<file path="src/rtl/instr_fetch_pkg.sv">
// Shared types for the instruction fetch front end.
// Holds the fetch FSM states, the FIFO entry layout and PC helpers.
package instr_fetch_pkg;

    // Instruction word as handed to decode.
    typedef logic [31:0] instr_packet;

    typedef enum logic [1:0] {
        IDLE,
        RUN,
        FLUSH
    } fetch_state_t;

    localparam logic [31:0] FETCH_RESET_PC_DEFAULT = 32'h0000_0000;

    typedef struct packed {
        instr_packet instr;
        logic [31:0] pc;
    } fetch_entry_t;

    // Redirect targets are forced onto a word boundary.
    function automatic logic [31:0] word_align(input logic [31:0] pc);
        return {pc[31:2], 2'b00};
    endfunction

    // Sequential fetch step; wraps modulo 2^32.
    function automatic logic [31:0] pc_step(input logic [31:0] pc);
        return pc + 32'd4;
    endfunction

endpackage

</file>
<file path="src/rtl/instr_fetch_fifo.sv">
// Prefetch FIFO between memory responses and decode.
// The head entry is held in dedicated registers; flush beats push.
module fetch_fifo
    import instr_fetch_pkg::*;
#(
    parameter int DEPTH = 4,
    localparam int AW = $clog2(DEPTH),
    localparam int CW = AW + 1
) (
    input  logic         clock,
    input  logic         reset,
    input  logic         flush,
    input  logic         push,
    input  fetch_entry_t push_data,
    input  logic         pop,
    output logic         head_valid,
    output fetch_entry_t head_data,
    output logic [CW-1:0] count
);

    fetch_entry_t  mem [DEPTH];
    logic [AW-1:0] rd_ptr;
    logic [AW-1:0] wr_ptr;
    logic [AW-1:0] rd_ptr_n;
    logic [CW-1:0] count_n;
    logic          do_pop;
    logic          do_push;
    logic          head_valid_n;
    fetch_entry_t  head_data_n;

    assign do_pop  = pop & head_valid;
    assign do_push = push & ~flush;

    // Next occupancy and the entry that becomes the new head.
    always_comb begin
        rd_ptr_n     = do_pop ? rd_ptr + 1'b1 : rd_ptr;
        count_n      = count + CW'(do_push) - CW'(do_pop);
        head_valid_n = 1'b0;
        head_data_n  = head_data;
        if (flush) begin
            count_n      = '0;
            head_valid_n = 1'b0;
        end else if (count_n != '0) begin
            head_valid_n = 1'b1;
            // Nothing left in storage ahead of the push: it becomes head.
            if (count == CW'(do_pop)) begin
                head_data_n = push_data;
            end else begin
                head_data_n = mem[rd_ptr_n];
            end
        end
    end

    // Entry storage; only written, never cleared.
    always_ff @(posedge clock) begin
        if (do_push) begin
            mem[wr_ptr] <= push_data;
        end
    end

    // Pointers, occupancy and registered head.
    always_ff @(posedge clock or negedge reset) begin
        if (!reset) begin
            rd_ptr     <= '0;
            wr_ptr     <= '0;
            count      <= '0;
            head_valid <= 1'b0;
            head_data  <= '0;
        end else if (flush) begin
            rd_ptr     <= '0;
            wr_ptr     <= '0;
            count      <= '0;
            head_valid <= 1'b0;
        end else begin
            rd_ptr     <= rd_ptr_n;
            count      <= count_n;
            head_valid <= head_valid_n;
            head_data  <= head_data_n;
            if (do_push) begin
                wr_ptr <= wr_ptr + 1'b1;
            end
        end
    end

endmodule

</file>
<file path="src/rtl/instr_fetch.sv">
// RV32 fetch front end: sequential requests, prefetch FIFO, redirects.
// Optional macro FETCH_STARVE_CNT_EN adds the starve_count output.
module instr_fetch
    import instr_fetch_pkg::*;
#(
    parameter logic [31:0] RESET_PC     = FETCH_RESET_PC_DEFAULT,
    parameter int          FIFO_DEPTH   = 4,
    parameter int          MAX_INFLIGHT = 2
) (
    input  logic        clock,
    input  logic        reset,
    input  logic        redirect_valid,
    input  logic [31:0] redirect_pc,
    output logic        mem_req_valid,
    input  logic        mem_req_ready,
    output logic [31:0] mem_req_addr,
    input  logic        mem_rsp_valid,
    input  logic [31:0] mem_rsp_data,
    output logic        instr_valid,
    input  logic        instr_ready,
    output instr_packet instr,
    output logic [31:0] instr_pc
`ifdef FETCH_STARVE_CNT_EN
    ,
    output logic [31:0] starve_count
`endif
);

    localparam int CW = $clog2(FIFO_DEPTH) + 1;
    localparam int WW = CW + 1;

    fetch_state_t  state;
    fetch_state_t  state_n;
    logic [31:0]   fetch_pc;
    logic [31:0]   rsp_pc;
    logic [31:0]   target_pc;
    logic [CW-1:0] inflight;
    logic [CW-1:0] inflight_n;
    logic [CW-1:0] drop_cnt;
    logic [CW-1:0] drop_cnt_n;
    logic [CW-1:0] fifo_count;
    logic [CW-1:0] occ_n;
    logic          redirect_take;
    logic          req_fire;
    logic          pop_fire;
    logic          rsp_push;
    logic          req_valid_n;
    fetch_entry_t  rsp_entry;
    fetch_entry_t  head_entry;

    assign redirect_take = redirect_valid & (state != IDLE);
    assign req_fire      = mem_req_valid & mem_req_ready;
    assign pop_fire      = instr_valid & instr_ready;
    assign target_pc     = word_align(redirect_pc);
    assign mem_req_addr  = fetch_pc;

    // Stale words and words racing a redirect never reach the FIFO.
    assign rsp_push = mem_rsp_valid & (drop_cnt == '0) & ~redirect_take;

    assign inflight_n = inflight + CW'(req_fire) - CW'(mem_rsp_valid);

    assign occ_n = redirect_take ? '0
                 : fifo_count + CW'(rsp_push) - CW'(pop_fire);

    assign rsp_entry.instr = mem_rsp_data;
    assign rsp_entry.pc    = rsp_pc;

    assign instr    = head_entry.instr;
    assign instr_pc = head_entry.pc;

    // Words still owed by memory that belong to the old path.
    always_comb begin
        drop_cnt_n = drop_cnt;
        if (redirect_take) begin
            drop_cnt_n = inflight_n;
        end else if (mem_rsp_valid && drop_cnt != '0) begin
            drop_cnt_n = drop_cnt - 1'b1;
        end
    end

    // Next FSM state; FLUSH lasts while stale words are owed.
    always_comb begin
        state_n = state;
        unique case (state)
            IDLE:       state_n = RUN;
            RUN, FLUSH: state_n = (drop_cnt_n != '0) ? FLUSH : RUN;
            default:    state_n = IDLE;
        endcase
    end

    // Credit check: every issued request must have a FIFO slot.
    always_comb begin
        req_valid_n = 1'b0;
        if (state_n == RUN) begin
            req_valid_n = ((WW'(inflight_n) + WW'(occ_n)) < WW'(FIFO_DEPTH))
                        && (inflight_n < CW'(MAX_INFLIGHT));
        end
    end

    // FSM with registered request valid.
    always_ff @(posedge clock or negedge reset) begin
        if (!reset) begin
            state         <= IDLE;
            mem_req_valid <= 1'b0;
        end else begin
            state         <= state_n;
            mem_req_valid <= req_valid_n;
        end
    end

    // Fetch/response PCs and outstanding-request bookkeeping.
    always_ff @(posedge clock or negedge reset) begin
        if (!reset) begin
            fetch_pc <= RESET_PC;
            rsp_pc   <= RESET_PC;
            inflight <= '0;
            drop_cnt <= '0;
        end else begin
            inflight <= inflight_n;
            drop_cnt <= drop_cnt_n;
            if (redirect_take) begin
                fetch_pc <= target_pc;
                rsp_pc   <= target_pc;
            end else begin
                if (req_fire) begin
                    fetch_pc <= pc_step(fetch_pc);
                end
                if (rsp_push) begin
                    rsp_pc <= pc_step(rsp_pc);
                end
            end
        end
    end

    fetch_fifo #(
        .DEPTH(FIFO_DEPTH)
    ) u_fifo (
        .clock     (clock),
        .reset     (reset),
        .flush     (redirect_take),
        .push      (rsp_push),
        .push_data (rsp_entry),
        .pop       (instr_ready),
        .head_valid(instr_valid),
        .head_data (head_entry),
        .count     (fifo_count)
    );

`ifdef FETCH_STARVE_CNT_EN
    // Saturating count of RUN cycles with nothing for decode.
    always_ff @(posedge clock or negedge reset) begin
        if (!reset) begin
            starve_count <= '0;
        end else if (state == RUN && !instr_valid && !redirect_valid
                     && starve_count != 32'hFFFF_FFFF) begin
            starve_count <= starve_count + 32'd1;
        end
    end
`endif

endmodule
</file>
<file path="config.mk">
export PLATFORM = sky130hd
export DESIGN_NAME = instr_fetch
export DESIGN_NICKNAME = d
export VERILOG_FILES = /design/src/rtl/instr_fetch_pkg.sv /design/src/rtl/instr_fetch_fifo.sv /design/src/rtl/instr_fetch.sv
export SDC_FILE = /design/constraint.sdc
export NUM_CORES = 1
export LEC_CHECK = 0
export ABC_AREA = 0
export BUFFER_PORTS_ARGS = -buffer_cell sky130_fd_sc_hd__buf_2
export CAP_MARGIN = 20
export CORE_MARGIN = 2
export CORE_UTILIZATION = 28
export CTS_CLUSTER_DIAMETER = 60
export DETAILED_ROUTE_END_ITERATION = 8
export PLACE_DENSITY_LB_ADDON = 0.05
export SLEW_MARGIN = 20
export SYNTH_ARGS = -nofsm -noshare
export SYNTH_HDL_FRONTEND = slang
export SYNTH_SLANG_ARGS = --single-unit
export TNS_END_PERCENT = 1
</file>
<file path="constraint.sdc">
create_clock -name clock -period 3.7 [get_ports clock]
set_input_delay 0.925 -clock clock [delete_from_list [all_inputs] [get_ports clock]]
set_output_delay 0.925 -clock clock [all_outputs]
set_load 0.1 [all_outputs]
</file>
== Yosys cells after proc, flatten, opt, wreduce, memory -nomap -nowiden ==
Memory sizes are Yosys's and may differ from the RTL's.
Cells that the tools add are included.

* Logic and storage cells: 71
* Memories: 1
* Register bits: 145
* Output and inout port bits: 98
* Input bits: 70
* Memory bits (writable): 256

* Reduce and logical (&&, ||, !) cells: 13
* Equal/unequal tests: 4
* Bitwise gates (word level): 7
* Magnitude comparators: 2
* Add/subtract/negate cells: 12
* Muxes and demuxes: 20

{| class="wikitable"
|+ Memory list
! memory !! depth !! bits a word !! rd ports !! clocked after memory_dff !! wr ports !! line !! source
|-
| u_fifo.mem || 4 || 64 || 1 || 0 || 1 || instr_fetch_fifo.sv:21 || <nowiki>fetch_entry_t mem [DEPTH];</nowiki>
|}

{| class="wikitable"
|+ Operator list
! cell !! count
|-
| two-way mux 32 bit || 4
|-
| adder 32 x 3 -> 32 bit, second input constant || 2
|-
| two-way mux 64 bit || 1
|-
| two-way mux 3 bit || 4
|-
| two-way mux 2 bit || 5
|-
| adder 3 x 1 -> 3 bit || 3
|-
| nonzero test 3 bit || 3
|-
| subtractor 3 x 1 -> 3 bit || 3
|-
| nonzero test 2 bit || 4
|-
| AND 1 bit || 6
|-
| two-way mux 1 bit || 5
|-
| adder 2 x 1 -> 2 bit, second input constant || 2
|-
| adder 3 x 3 -> 4 bit || 1
|-
| equality test 2 x 1 -> 1 bit, second input constant || 2
|-
| less-than comparator 4 x 3 -> 1 bit, second input constant || 1
|-
| case mux 2 bit (2 select lines) || 1
|-
| equality test 3 x 1 -> 1 bit || 1
|-
| logical NOT 3 bit || 1
|-
| less-than comparator 3 x 2 -> 1 bit, second input constant || 1
|-
| subtractor 3 x 1 -> 3 bit, second input constant || 1
|-
| equality test 2 bit, second input constant || 1
|-
| logical AND 1 bit || 2
|-
| logical NOT 2 bit || 1
|-
| AND reduction 2 bit || 1
|-
| other kinds (2) || 2
|}

== Longest topological paths before layout ==
* Word-level depth: 11
* Gate-level depth with buffers: 15
* Gate-level depth less buffers: 12

== Modules after synthesis ==
From an unflattened synthesis, not the netlist that was laid out.

* Cell total of the unflattened synthesis: 1360
* Area total of the unflattened synthesis: 17892.2 µm²

{| class="wikitable"
|+ Modules (own cells, without submodules)
! module !! area an instance (µm²) !! cells an instance !! instances !! sequential area each (µm²)
|-
| fetch_fifo || 13987.2 || 948 || 1 || 9489.1
|-
| instr_fetch || 3905.0 || 412 || 1 || 1726.7
|}

== Worst setup path after synthesis ==
Ideal clock, no wire load.

* Kind: register to register
* Start: reg u_fifo.head_valid
* End: reg mem_req_valid
* Path buffers: 2
* Data arrival time: 3.681 ns
* Setup time: 0.094 ns
* Stages on the path, launching flop included: 15
* Data required time: 3.606 ns
* Path slack: -0.075 ns
* Cells stage by stage: dfrtp_1 nand2_1 clkinv_1 clkbuf_1 clkbuf_1 ha_1 inv_1 ha_1 fa_1 xnor2_1 nor2_1 ha_1 nor4_1 o211ai_1 a211oi_1

* Longest elaborated chain between the ends: 7

{| class="wikitable"
|+ Ends and longest elaborated chain
! what !! line !! source
|-
| start: declaration || instr_fetch_fifo.sv:16 || <nowiki>output logic head_valid,</nowiki>
|-
| start signal: assignment || instr_fetch_fifo.sv:77 || <nowiki>head_valid <= head_valid_n;</nowiki>
|-
| AND 1 bit || instr_fetch.sv:53 || <nowiki>assign pop_fire = instr_valid & instr_ready;</nowiki>
|-
| subtractor 3 x 1 -> 3 bit || instr_fetch.sv:63 || <nowiki>: fifo_count + CW'(rsp_push) - CW'(pop_fire);</nowiki>
|-
| two-way mux 3 bit || instr_fetch.sv:62 || <nowiki>assign occ_n = redirect_take ? '0</nowiki>
|-
| adder 3 x 3 -> 4 bit || instr_fetch.sv:95 || <nowiki>req_valid_n = ((WW'(inflight_n) + WW'(occ_n)) < WW'(FIFO_DEPTH))</nowiki>
|-
| less-than comparator 4 x 3 -> 1 bit || instr_fetch.sv:95 ||
|-
| logical AND 1 bit || instr_fetch.sv:96 || <nowiki>&& (inflight_n < CW'(MAX_INFLIGHT));</nowiki>
|-
| two-way mux 1 bit || instr_fetch.sv:94 || <nowiki>if (state_n == RUN) begin</nowiki>
|-
| net req_valid_n || instr_fetch.sv:47 || <nowiki>logic req_valid_n;</nowiki>
|-
| end signal: assignment || instr_fetch.sv:107 || <nowiki>mem_req_valid <= req_valid_n;</nowiki>
|-
| end: declaration || instr_fetch.sv:14 || <nowiki>output logic mem_req_valid,</nowiki>
|}

The timed path passes the listed nets, and every way through them passes these cells.
A chain may end at the register's enable or synchronous reset.

== Worst setup path in the final report ==
* Start: reg mem_req_valid
* End: reg mem_req_valid

* Longest elaborated chain between the ends: 9

{| class="wikitable"
|+ Ends and longest elaborated chain
! what !! line !! source
|-
| AND 1 bit * || instr_fetch.sv:52 || <nowiki>assign req_fire = mem_req_valid & mem_req_ready;</nowiki>
|-
| adder 3 x 1 -> 3 bit * || instr_fetch.sv:60 || <nowiki>assign inflight_n = inflight + CW'(req_fire) - CW'(mem_rsp_valid);</nowiki>
|-
| subtractor 3 x 1 -> 3 bit * || instr_fetch.sv:60 ||
|-
| net inflight_n[2] || instr_fetch.sv:38 || <nowiki>logic [CW-1:0] inflight_n;</nowiki>
|-
| branches (longest 5 deep; another with adder 3 x 3 -> 4 bit) || -- ||
|-
| two-way mux 1 bit * || instr_fetch.sv:94 ||
|-
| net req_valid_n || instr_fetch.sv:47 ||
|}

Mark *: on every way through the listed nets, which the timed path passes.

==> tab_implementation.tex <==
\begin{tabular}{lr}
\hline
Metric & Value \\
\hline
\multicolumn{2}{l}{\textbf{Clock network}} \\
\quad CTS tree & yes \\
\quad Clock latency reported for the late side of the worst-skew pair & 0.59 ns \\
\quad Number of buffers inserted for hold repair after clock tree synthesis & 0 \\
\quad Buffer count from post-CTS setup fixing & 0 \\
\quad Post-CTS resize count & 0 \\
\quad CTS Buf Count & 49 \\
\quad Sinks on the clock net & just under 400 \\
\quad Clock root buffer & clkbuf\_16 \\
\quad Clock transition at the register clock pins on the worst setup and hold paths after CTS & 0.06 ns \\
\quad Maximum clock path buffer count & 3 \\
\quad Deepest level of the CTS H-tree & 2 \\
\multicolumn{2}{l}{\textbf{Route}} \\
\quad DR iter-0 viols & approximately 770 \\
\quad Per-cell via count in the routed design & 5.03 \\
\quad Total routed wirelength & 57900 um \\
\quad Wire per inst & $\sim$21 um \\
\quad Number of antenna-violating nets in the routed design & 0 \\
\quad DR pass1 iterations & 5 \\
\quad DRC violation count after routing & 0 \\
\quad Vias post-DR & approximately 14000 \\
\multicolumn{2}{l}{\textbf{Placed design}} \\
\quad Setup WS pre-CTS & 0.158 ns \\
\quad Final HPWL DP & approximately 33000 um \\
\quad Placed insts & 2691 \\
\quad Port bufs & 161 \\
\quad Placer's final routability congestion estimate & 0.748 \\
\multicolumn{2}{l}{\textbf{Logic synthesis}} \\
\quad Mean instance size in the synthesized netlist & $\sim$10 um\^{}2 \\
\quad Synthesized cell area & 0.0183 mm\^{}2 \\
\quad Ys Warns & 0 \\
\quad EDFF count, synth & around 250 \\
\quad Number of instances in the synthesized netlist & 1753 \\
\quad Share of flip-flops with an asynchronous set or reset after synthesis & 35.9\% \\
\quad Distinct cell type count after synthesis & 52 \\
\quad Post-synthesis register bit count & 387 \\
\quad Part of the Yosys area used for sequential elements & 59.6\% \\
\quad Leading register cell type out of synthesis & edfxtp\_1 \\
\multicolumn{2}{l}{\textbf{Timing}} \\
\quad Number of setup violations in the final report & 0 \\
\quad Count of final hold-check violations & 0 \\
\quad Actual slew at the worst max-slew pin & 0.890 ns \\
\quad Max-slew violations & 0 \\
\quad Worst hold margin & about 0.30 ns \\
\quad Final worst-path setup slack & between 0.7 and 0.8 ns \\
\quad Layout Skew & around 0.018 ns \\
\quad Worst slew margin relative to its limit & approximately two fifths \\
\quad Final worst-path cycle share & 78.6\% \\
\quad Setup repair after global routing missed its margin & false \\
\quad Setup tns final & 0 ns \\
\quad Clock period minus final worst setup slack & a little under 3 ns \\
\quad Max Freq & 0.344 GHz \\
\multicolumn{2}{l}{\textbf{Final layout}} \\
\quad Count of filler cells inserted in the layout & 6515 \\
\quad Fraction of layout cells with a size suffix above 1 & 16.7\% \\
\quad Share of the core filled with cells in the final layout & between 30\% and 40\% \\
\quad Final Net Count & between 1500 and 2000 \\
\quad Commonest non-fill, non-tap cells in the layout & nand2\_1 (461), edfxtp\_1 (248), buf\_2 (160), nand3\_1 (147), dfrtp\_1 (138) \\
\quad Most common cell after layout, fill and taps aside & nand2\_1 \\
\quad Synth-to-Final Area Change & 19.6\% \\
\quad Final non-filler cell total & about 2800 \\
\multicolumn{2}{l}{\textbf{Die}} \\
\quad Cell row count & just over 90 \\
\quad Die width & 260 um \\
\quad Area of the placeable core & 0.0646 mm\^{}2 \\
\quad Die area & 0.0675 mm\^{}2 \\
\quad Initial core utilization & roughly 28\% \\
\quad Die Y-Extent & 260 um \\
\quad Total I/O pin count & 168 \\
\multicolumn{2}{l}{\textbf{Outcome}} \\
\quad Status & completed \\
\multicolumn{2}{l}{\textbf{Critical path}} \\
\quad Critical Path Sink Type & flip-flop \\
\quad Startpoint-to-endpoint class of the critical path & reg2reg \\
\quad Crit path max-delay family & adder cells \\
\quad Worst path cell trace & nand2\_1 -> ha\_1 -> inv\_1 -> ha\_1 -> fa\_1 -> xor2\_1 -> xnor2\_1 -> ha\_1 -> nor4\_1 -> o211ai\_1 -> a211oi\_1 \\
\quad Slowest cell on the critical path & dfrtp\_1 \\
\quad Arrival time at the worst endpoint & 3.41 ns \\
\quad Startpoint Class & flip-flop \\
\quad Data required time of the worst path & 4.20 ns \\
\quad Critical path peak fanout & 6 \\
\quad Top cell by count, worst path & ha\_1 \\
\quad Largest stage delay on the critical path & 0.50 ns \\
\quad CP Buf/Inv Count & 1 \\
\multicolumn{2}{l}{\textbf{Global route}} \\
\quad Maximum number of pins on one net before global-route repair & between 150 and 200 \\
\quad Total track usage & 17.2\% \\
\quad First-pass GRT wire length & approximately 90000 um \\
\quad Antenna violations before repair & 0 \\
\quad Sum of overflow across all layers after global routing & 0 \\
\quad Number of global-route vias before repair & between 10000 and 15000 \\
\multicolumn{2}{l}{\textbf{Pwr}} \\
\quad Worst vdd rail ir drop & 906 uV \\
\quad Power per unit of standard cell area & slightly above 1000 mW/mm\^{}2 \\
\quad Pleak & 8.28 nW \\
\multicolumn{2}{l}{\textbf{Hold path}} \\
\quad Type of the tightest min-delay check & in2async \\
\multicolumn{2}{l}{\textbf{Flow run}} \\
\quad Number of violations of the max-capacitance limit & 0 \\
\hline
\end{tabular}
-- metal layers --
metal	global-route usage, %	vias to the layer above	wire (um)
li1	-	6592	-
met1	23.4	6980	26900
met2	28.0	332	27200
met3	2.75	82	2580
met4	5.30	0	1340
met5	0	-	0
-- per-stage QoR --
step / area [um^2] / total power [mW]
floorplan: 18300 / 14.7
global placement: 20300 / 17.9
detailed placement: 20300 / 17.9
CTS: 21900 / 22.9
global route: 21900 / 24.0
finish: 21900 / 22.6
-- worst paths after layout --
path | cells after the start | slack [ns] | end | start
worst max-delay path | 11 | 0.79 | mem_req_valid | mem_req_valid
worst min-delay path | 1 | 0.30 | u_fifo.head_data[57] | reset
worst max register to register | 11 | 0.79 | mem_req_valid | mem_req_valid
worst min register to register | 2 | 0.47 | u_fifo.head_data[48] | u_fifo.head_data[48]
max in group asynchronous | 2 | 2.52 | u_fifo.head_data[24] | reset
min in group clock | 2 | 0.47 | u_fifo.head_data[48] | u_fifo.head_data[48]
-- final cells by class --
type | instances | area [um^2] | area share (%)
inverter | 25 | 98.8 | 0.451
clock buffer | 56 | 1310 | 5.99
antenna | 1 | 2.50 | 0.0114
tap | 855 | 1070 | 4.88
multi-input combinational | 1223 | 6870 | 31.4
sequential | 387 | 10900 | 49.9
timing repair buffer | 201 | 1290 | 5.87
clock inverter | 34 | 345 | 1.58
-- power breakdown --
group,leakage (nW),internal [mW],switching (mW)
sequential,3.85,5.78,1.08
combinational,3.62,2.54,8.30
clock,0.805,2.96,1.94
total,8.28,11.3,11.3
-- cells in the mapped netlist, drive strengths merged, types with 9 or more instances --
cell / n / area (um^2)
nor4: 15 / 165
a31oi: 62 / 388
o21ai: 131 / 656
nor3: 10 / 55.1
edfxtp: 248 / 7450
xor2: 25 / 219
o211ai: 10 / 75.1
and3: 9 / 56.3
clkbuf: 94 / 353
nand4: 20 / 138
a32oi: 60 / 526
ha: 17 / 213
dfrtp: 139 / 3480
a21oi: 50 / 250
buf: 27 / 140
xnor2: 34 / 298
nor2: 46 / 173
inv: 24 / 90.1
mux2i: 68 / 681
nand3: 147 / 736
nand2: 463 / 1740
-- worst register-to-register path: stages (launching register included) --
cell      delay [ns]
dfrtp_1         0.50
nand2_1         0.14
ha_1            0.29
inv_1           0.04
ha_1            0.18
fa_1            0.37
xor2_1          0.16
xnor2_1         0.19
ha_1            0.26
nor4_1          0.34
o211ai_1        0.14
a211oi_1        0.21
-- registers in the layout, summed over array words and instances, names as in the netlist, 2 cells and up --
name and flops:
inflight 3, rsp_pc 30, state 2, u_fifo.count 3, u_fifo.mem 248, u_fifo.wr_ptr 2
mem_req_addr 30, drop_cnt 3, u_fifo.rd_ptr 2, u_fifo.head_data 62
-- logic make-up after synthesis --
group           share of synthesized area [%]
flops                                    59.6
fa+ha+maj                                1.49
buf+inv                                  3.20
other cells                            0.0205
compound gates                           10.9
mux                                      3.72
simple gates                             18.2
xor+xnor                                 2.82
Note: power is estimated with default switching activity, not from simulation.
